===== src/rtl/issue_scoreboard.sv =====
// issue_scoreboard: decode-stage hazard controller built on per-register writeback countdowns.
// Define ASCA_FWD_EN for bypass-aware hazard checks and the fwd_a/fwd_b outputs.

module sb_cnt_cell #(
    parameter int CNT_W  = 3,
    parameter int WB_LAT = 3
) (
    input  logic             clk,
    input  logic             reset_n,
    input  logic             hold,
    input  logic             load,
    output logic [CNT_W-1:0] cnt,
    output logic [CNT_W-1:0] cnt_nxt
);
    // A load always wins over the decrement; load is only raised when not held.
    always_comb begin
        cnt_nxt = cnt;
        if (!hold) begin
            if (load)
                cnt_nxt = CNT_W'(WB_LAT);
            else if (cnt != '0)
                cnt_nxt = cnt - 1'b1;
        end
    end

    always_ff @(posedge clk) begin
        if (!reset_n)
            cnt <= '0;
        else
            cnt <= cnt_nxt;
    end
endmodule

module issue_scoreboard #(
    parameter int WB_LAT   = 3,
    parameter int CNT_W    = 3,
    parameter int OPCODE_W = 4,
    parameter int REG_N    = 4,
    parameter logic [OPCODE_W-1:0] OP_ADDI = OPCODE_W'(1),
    parameter logic [OPCODE_W-1:0] OP_LDRH = OPCODE_W'(2),
    parameter logic [OPCODE_W-1:0] OP_LDRL = OPCODE_W'(3),
    parameter logic [OPCODE_W-1:0] OP_LSR  = OPCODE_W'(4),
    parameter logic [OPCODE_W-1:0] OP_LSL  = OPCODE_W'(5),
    parameter logic [OPCODE_W-1:0] OP_ASR  = OPCODE_W'(6)
) (
    input  logic                clk,
    input  logic                reset_n,
    input  logic                id_valid,
    input  logic [OPCODE_W-1:0] id_opcode,
    input  logic [REG_N-1:0]    id_nrega,
    input  logic [REG_N-1:0]    id_nregb,
    input  logic                id_usea,
    input  logic                id_useb,
    input  logic                id_wr,
    input  logic                mem_busy,
    output logic                stall,
    output logic                issue,
`ifdef ASCA_FWD_EN
    output logic                fwd_a,
    output logic                fwd_b,
`endif
    output logic [15:0]         busy_mask,
    output logic [15:0]         stall_cnt
);
    localparam int NREG = 2 ** REG_N;

    logic [NREG-1:0][CNT_W-1:0] cnt;
    logic [NREG-1:0][CNT_W-1:0] cnt_nxt;
    logic                       narrow_a;
    logic [REG_N-1:0]           eff_a;
    logic [CNT_W-1:0]           cnt_a;
    logic [CNT_W-1:0]           cnt_b;
    logic                       haz_a;
    logic                       haz_b;

    // Immediate/shift forms encode an extra bit in nrega, so only the upper bits name A.
    assign narrow_a = id_opcode inside {OP_ADDI, OP_LDRH, OP_LDRL, OP_LSR, OP_LSL, OP_ASR};
    assign eff_a    = narrow_a ? {1'b0, id_nrega[REG_N-1:1]} : id_nrega;
    assign cnt_a    = cnt[eff_a];
    assign cnt_b    = cnt[id_nregb];

`ifdef ASCA_FWD_EN
    // A count of 1 means the value is on the bypass path next cycle.
    assign haz_a = id_usea && (cnt_a > CNT_W'(1));
    assign haz_b = id_useb && (cnt_b > CNT_W'(1));
    assign fwd_a = id_usea && (cnt_a == CNT_W'(1));
    assign fwd_b = id_useb && (cnt_b == CNT_W'(1));
`else
    assign haz_a = id_usea && (cnt_a != '0);
    assign haz_b = id_useb && (cnt_b != '0);
`endif

    assign stall = id_valid && (haz_a || haz_b || mem_busy);
    assign issue = id_valid && !stall;

    for (genvar i = 0; i < NREG; i++) begin : g_cell
        sb_cnt_cell #(.CNT_W(CNT_W), .WB_LAT(WB_LAT)) u_cell (
            .clk     (clk),
            .reset_n (reset_n),
            .hold    (mem_busy),
            .load    (issue && id_wr && (eff_a == REG_N'(i))),
            .cnt     (cnt[i]),
            .cnt_nxt (cnt_nxt[i])
        );
    end

    always_ff @(posedge clk) begin
        if (!reset_n) begin
            busy_mask <= '0;
            stall_cnt <= '0;
        end else begin
            for (int i = 0; i < NREG; i++)
                busy_mask[i] <= |cnt_nxt[i];
            if (stall && stall_cnt != 16'hFFFF)
                stall_cnt <= stall_cnt + 16'd1;
        end
    end
endmodule

===== config.mk =====
export PLATFORM = sky130hd
export DESIGN_NAME = issue_scoreboard
export DESIGN_NICKNAME = d
export VERILOG_FILES = /design/src/rtl/issue_scoreboard.sv
export SDC_FILE = /design/constraint.sdc
export NUM_CORES = 1
export LEC_CHECK = 0
export ABC_AREA = 1
export BUFFER_PORTS_ARGS = -buffer_cell sky130_fd_sc_hd__buf_2
export CORE_ASPECT_RATIO = 0.5
export CORE_MARGIN = 2
export CORE_UTILIZATION = 65
export CTS_BUF_LIST = sky130_fd_sc_hd__clkbuf_16
export CTS_CLUSTER_SIZE = 30
export DETAILED_ROUTE_END_ITERATION = 7
export PLACE_DENSITY_LB_ADDON = 0.1
export SYNTH_ARGS = -nofsm -noshare
export SYNTH_HDL_FRONTEND = slang
export SYNTH_SLANG_ARGS = --single-unit

===== constraint.sdc =====
create_clock -name clk -period 4.04 [get_ports clk]
set_input_delay 0.404 -clock clk [delete_from_list [all_inputs] [get_ports clk]]
set_output_delay 0.404 -clock clk [all_outputs]
set_load 0.005 [all_outputs]

# After elaboration in Yosys (flattened, before gate mapping)
# Index checks and enable logic that the tools add are counted.
classes:
  eq_ne: 22
  n_mux: 53
  order_cmp: 2
  n_reduce_logical: 61
  addsub: 17
ops:
  columns: ["cell", "count"]
  rows:
  - ["$mux W3", 50]
  - ["$reduce_bool A3 Y1", 18]
  - ["$reduce_or A3 Y1", 16]
  - ["$sub A3 B1 Y3 const B", 16]
  - ["$eq A4 B4 Y1 const B", 8]
  - ["$eq A4 B3 Y1 const B", 7]
  - ["$bmux W3 S4", 2]
  - ["$logic_and A1 B1 Y1", 22]
  - ["$add A16 B1 Y16 const B", 1]
  - ["$eq A4 B2 Y1 const B", 4]
  - ["$ne A16 B16 Y1 const B", 1]
  - ["$lt A4 B5 Y1 const B", 2]
  - ["$eq A4 B1 Y1 const B", 2]
  - ["$reduce_bool A6 Y1", 1]
  - ["$logic_not A4 Y1", 1]
  - ["$mux W4", 1]
  - ["$logic_or A1 B1 Y1", 2]
  - ["$logic_not A1 Y1", 1]
word_totals:
  output_inout_bits: 34
  wordCells: 173
  input_bits: 19
  regBits: 80

# Logic depth before layout (Yosys ltp)
logic_depth:
  word_depth: 17
  depth_mapped: 24
  ltp_nobuf: 22

# Modules after synthesis
# A second synthesis with hierarchy kept.
unflattened:
  cells_unflattened: 894
  hier_area_um2: 5768.0
by_module_without_submodules:
  columns: ["module", "cells_per_inst", "n_inst", "area_each_um2", "seq_area_each_um2"]
  rows:
  - ["sb_cnt_cell", 28, 16, 192.7, 60.1]
  - ["issue_scoreboard", 446, 1, 2685.1, 640.6]

# Worst setup path after synthesis
# OpenSTA, ideal clock, no wires.
synth_path:
  path_kind: "input to output"
  startpoint: "in id_opcode[0]"
  endpoint: "out issue"
  n_path_buf: 2
  path_stages: 17
  arrival_time_ns: 1.957
  path_slack_ns: 1.679
  path_cell_list: "nor2_2 > nand2_4 > nand3_4 > nand2_2 > o21ai_4 > inv_2 > buf_6 > nand2_1 > nand2_1 > nand2_1 > nand2_1 > nor2_1 > nand3_2 > nand2_2 > nand2_2 > nor2_4 > buf_12"
synth_via:
  elab_chain_len: 12
  word_cells_on_any_way: 17
  classes_between: "eq/ne: 6; mux: 3; reduce/logical: 8"
synth_rtl:
  columns: ["element", "line_no", "text"]
  rows:
  - ["start: declaration", "49", "input logic [OPCODE_W-1:0] id_opcode,"]
  - ["$eq A4 B1 Y1, or another cell as far along", "77", "assign narrow_a = id_opcode inside {OP_ADDI, OP_LDRH, OP_LDRL, OP_LSR, OP_LSL, OP_ASR};"]
  - ["$reduce_bool A6 Y1 *", "77", null]
  - ["$mux W4 *", "78", "assign eff_a = narrow_a ? {1'b0, id_nrega[REG_N-1:1]} : id_nrega;"]
  - ["$bmux W3 S4 *", "79", "assign cnt_a = cnt[eff_a];"]
  - ["$mux W3 (not written as such) *", "79", null]
  - ["$reduce_bool A3 Y1 *", "89", "assign haz_a = id_usea && (cnt_a != '0);"]
  - ["$logic_and A1 B1 Y1 *", "89", null]
  - ["$logic_or A1 B1 Y1 * (2 in a row)", "93", "assign stall = id_valid && (haz_a || haz_b || mem_busy);"]
  - ["$logic_and A1 B1 Y1 *", "93", null]
  - ["$logic_not A1 Y1 *", "94", "assign issue = id_valid && !stall;"]
  - ["$logic_and A1 B1 Y1 *", "94", null]
  - ["end: declaration", "57", "output logic issue,"]
# Mark *: on every way between the ends. The rest lies on a longest branch, timed or not. The select of a mux whose other input is x is not followed.

# Worst setup path after layout
# Same ends and word-level chain as after synthesis.

==> flow_metrics.tcl <==
set metrics [dict create \
    status "finished clean" \
    min_path_type "reg2reg" \
    timing_hold_violations_final 0 \
    tritoncts "built" \
    synth_area_per_cell_um2 6.75 \
    yosysWarnings 0 \
    netlist_area_um2 5660 \
    holdPathStages 2 \
    fin_nets 945 \
    post-cts-setup-buffers 0 \
    rsz0062_at_grt "no" \
    grt_pass1_vias 4999 \
    ys.flop_type "dfxtp_1" \
    totalWireLength_mm 14.0 \
    layoutNonFillerInstCount 994 \
    gp_congestion 0.948 \
    ant_nets 0 \
    ys_seq_area_frac 0.283 \
    grt_max_degree 43 \
    hpwl_mm 10.1 \
    async_reset_ff_frac 0 \
    setup_viol 0 \
    drc 0 \
    diodes 0 \
    postCtsResizedCells 0 \
    synth_top_area_share 0.283 \
    clock_sinks 80 \
    drive_gt1_frac 0.129 \
    crit_fanout 20 \
    synth_compound_area_frac 0.0981 \
    firstDrtPassIters 6 \
    htreeDepth 3 \
    fin_crit_sh 0.818 \
    synth_mux_area_frac 0 \
    p_leak_uw 0.00327 \
    maxCapViolCount 0 \
    portBuffers 52 \
    worst_setup_path_start_kind "input port" \
    crit_path_end_kind "output pin" \
    die_w_um 136 \
    setup_tns_ps 0 \
    syn_to_final_growth_pct 8.71 \
    worstMarginPinSlew_ps 1110 \
    place_area_um2 5870 \
    via_per_inst 5.49 \
    grt_pass1_wl_mm 23.1 \
    maxSlewHeadroom 0.260 \
    max_freq_mhz 303 \
    rows 23 \
    arrival_ps 2900 \
    cts_made_buffers 9 \
    synth-simple-area-share 0.334 \
    synth_most_common_cell "nand2_1" \
    clk_latency_ps 340 \
    start_util 0.688 \
    min_period_ps 3300 \
    io-pin-count 53 \
    first_iter_violations 425 \
    fp.dieArea_um2 9520 \
    synth_top_family_by_area "simple AND/OR/NAND/NOR gates" \
    finClkSkew_ps 4.04 \
    core_area_um2 8230 \
    vdd_ir_drop_max_v 0.000219 \
    postCtsHoldBufs 0 \
    required_ps 3640 \
    ys_types 37 \
    synth_seq_cells 80 \
    dp.cells 978 \
    grt_use_total 0.306 \
    cts_buffer_depth 2 \
    clk_pin_slew_ps 60 \
    synth_edf_count 0 \
    layout_setup_ws_ps 736 \
    fin_util 0.748 \
    yosys.area_share.xor_xnor 0.0418 \
    antenna_found_initial 0 \
    grt_overflow_total 0 \
    final_area_um2 6150 \
    power_density_nw_per_um2 398 \
    synth_adder_area_share 0.108 \
    syn_nets 907 \
    ff2ff_path_depth 13 \
    yosysTopAreaCell "dfxtp_1" \
    pre_cts_slack_ps 652 \
    worst-setup-path-type "in2out" \
    synth.top_cells.by_count "221 x nand2_1, 142 x inv_1, 80 x dfxtp_1" \
    wl_per_cell_um 14.1 \
    via_count 5460 \
    cts-root-buf "clkbuf_16" \
    synth.area.top_cells "dfxtp_1 28%, nand2_1 15%, ha_1 11%" \
    slew_viol_final 0 \
    netlist_instances 839 \
    die_h_um 70.0 \
]
-- report_power, final --
group | leakage (uW) | switching, uW | total, uW | internal [uW]
logic | 0.00248 | 452 | 723 | 271
clock network | 0.000132 | 348 | 771 | 422
registers | 0.000651 | 62.0 | 956 | 894
total | 0.00327 | 862 | 2450 | 1590
-- worst max-delay path, cell delays in order --
cell	delay [ps]
buf_2	110
nor2_2	140
nand2_4	80
nand4_1	200
nand2_2	330
nand2_1	150
nand2_1	70
nand2_1	50
nand2_1	60
nand2_1	60
nand2_1	40
nor2_1	130
nand3_2	90
nand2_2	90
nand2_2	70
nor2_4	570
buf_2	230
-- flip-flops by register name, indices dropped and copies added (netlist names) --
register / flops
g_cell.u_cell.cnt: 48
busy_mask: 16
stall_cnt: 16
-- per-layer routing --
layer | vias to the layer above | wire length (um) | track usage
met4 | 0 | 167 | 0.0822
met2 | 240 | 6210 | 0.498
met1 | 2495 | 6190 | 0.405
li1 | 2704 | - | -
met3 | 21 | 1440 | 0.0733
met5 | - | 0 | 0
-- cells in the final DEF (no fill, tap or decap), types with 10 or more instances in the layout --
master	instances
nand4_1	28
nand2_1	221
nor2_1	72
nand2_2	14
nand3_1	34
dfxtp_1	80
buf_2	52
nand3_4	10
a21oi_1	62
xor2_1	24
inv_1	142
o21ai_0	23
ha_1	49
-- worst paths after layout --
kind                           startpoint           end  slack [ps]
hold reg to reg              stall_cnt[1]  stall_cnt[1]         500
setup / recovery             id_opcode[0]         issue         740
setup reg to reg  g_cell[2].u_cell.cnt[0]  busy_mask[6]        1150
hold / removal               stall_cnt[1]  stall_cnt[1]         500
-- cell families after synthesis --
family | after synthesis
compound gates | 102
xor+xnor | 27
fa+ha+maj | 49
buf+inv | 177
flops | 80
simple gates | 404
-- area by class of cell --
type / count / area [um^2]
clock buffers: 9 / 225
fillers: 683 / 2080
well taps: 112 / 140
clock inverters: 7 / 56.3
multi-input cells: 582 / 3300
repair buffers: 53 / 268
flip-flops and latches: 80 / 1600
inverters: 151 / 567
-- stage by stage --
stage          power (uW)  hold slack (ps)
2_1_floorplan        1490              477
3_3_place_gp         1650              485
3_5_place_dp         1680              485
4_1_cts              2450              501
5_1_grt              2610              546
6_report             2450              501
Note: power is estimated with default switching activity, not from simulation.
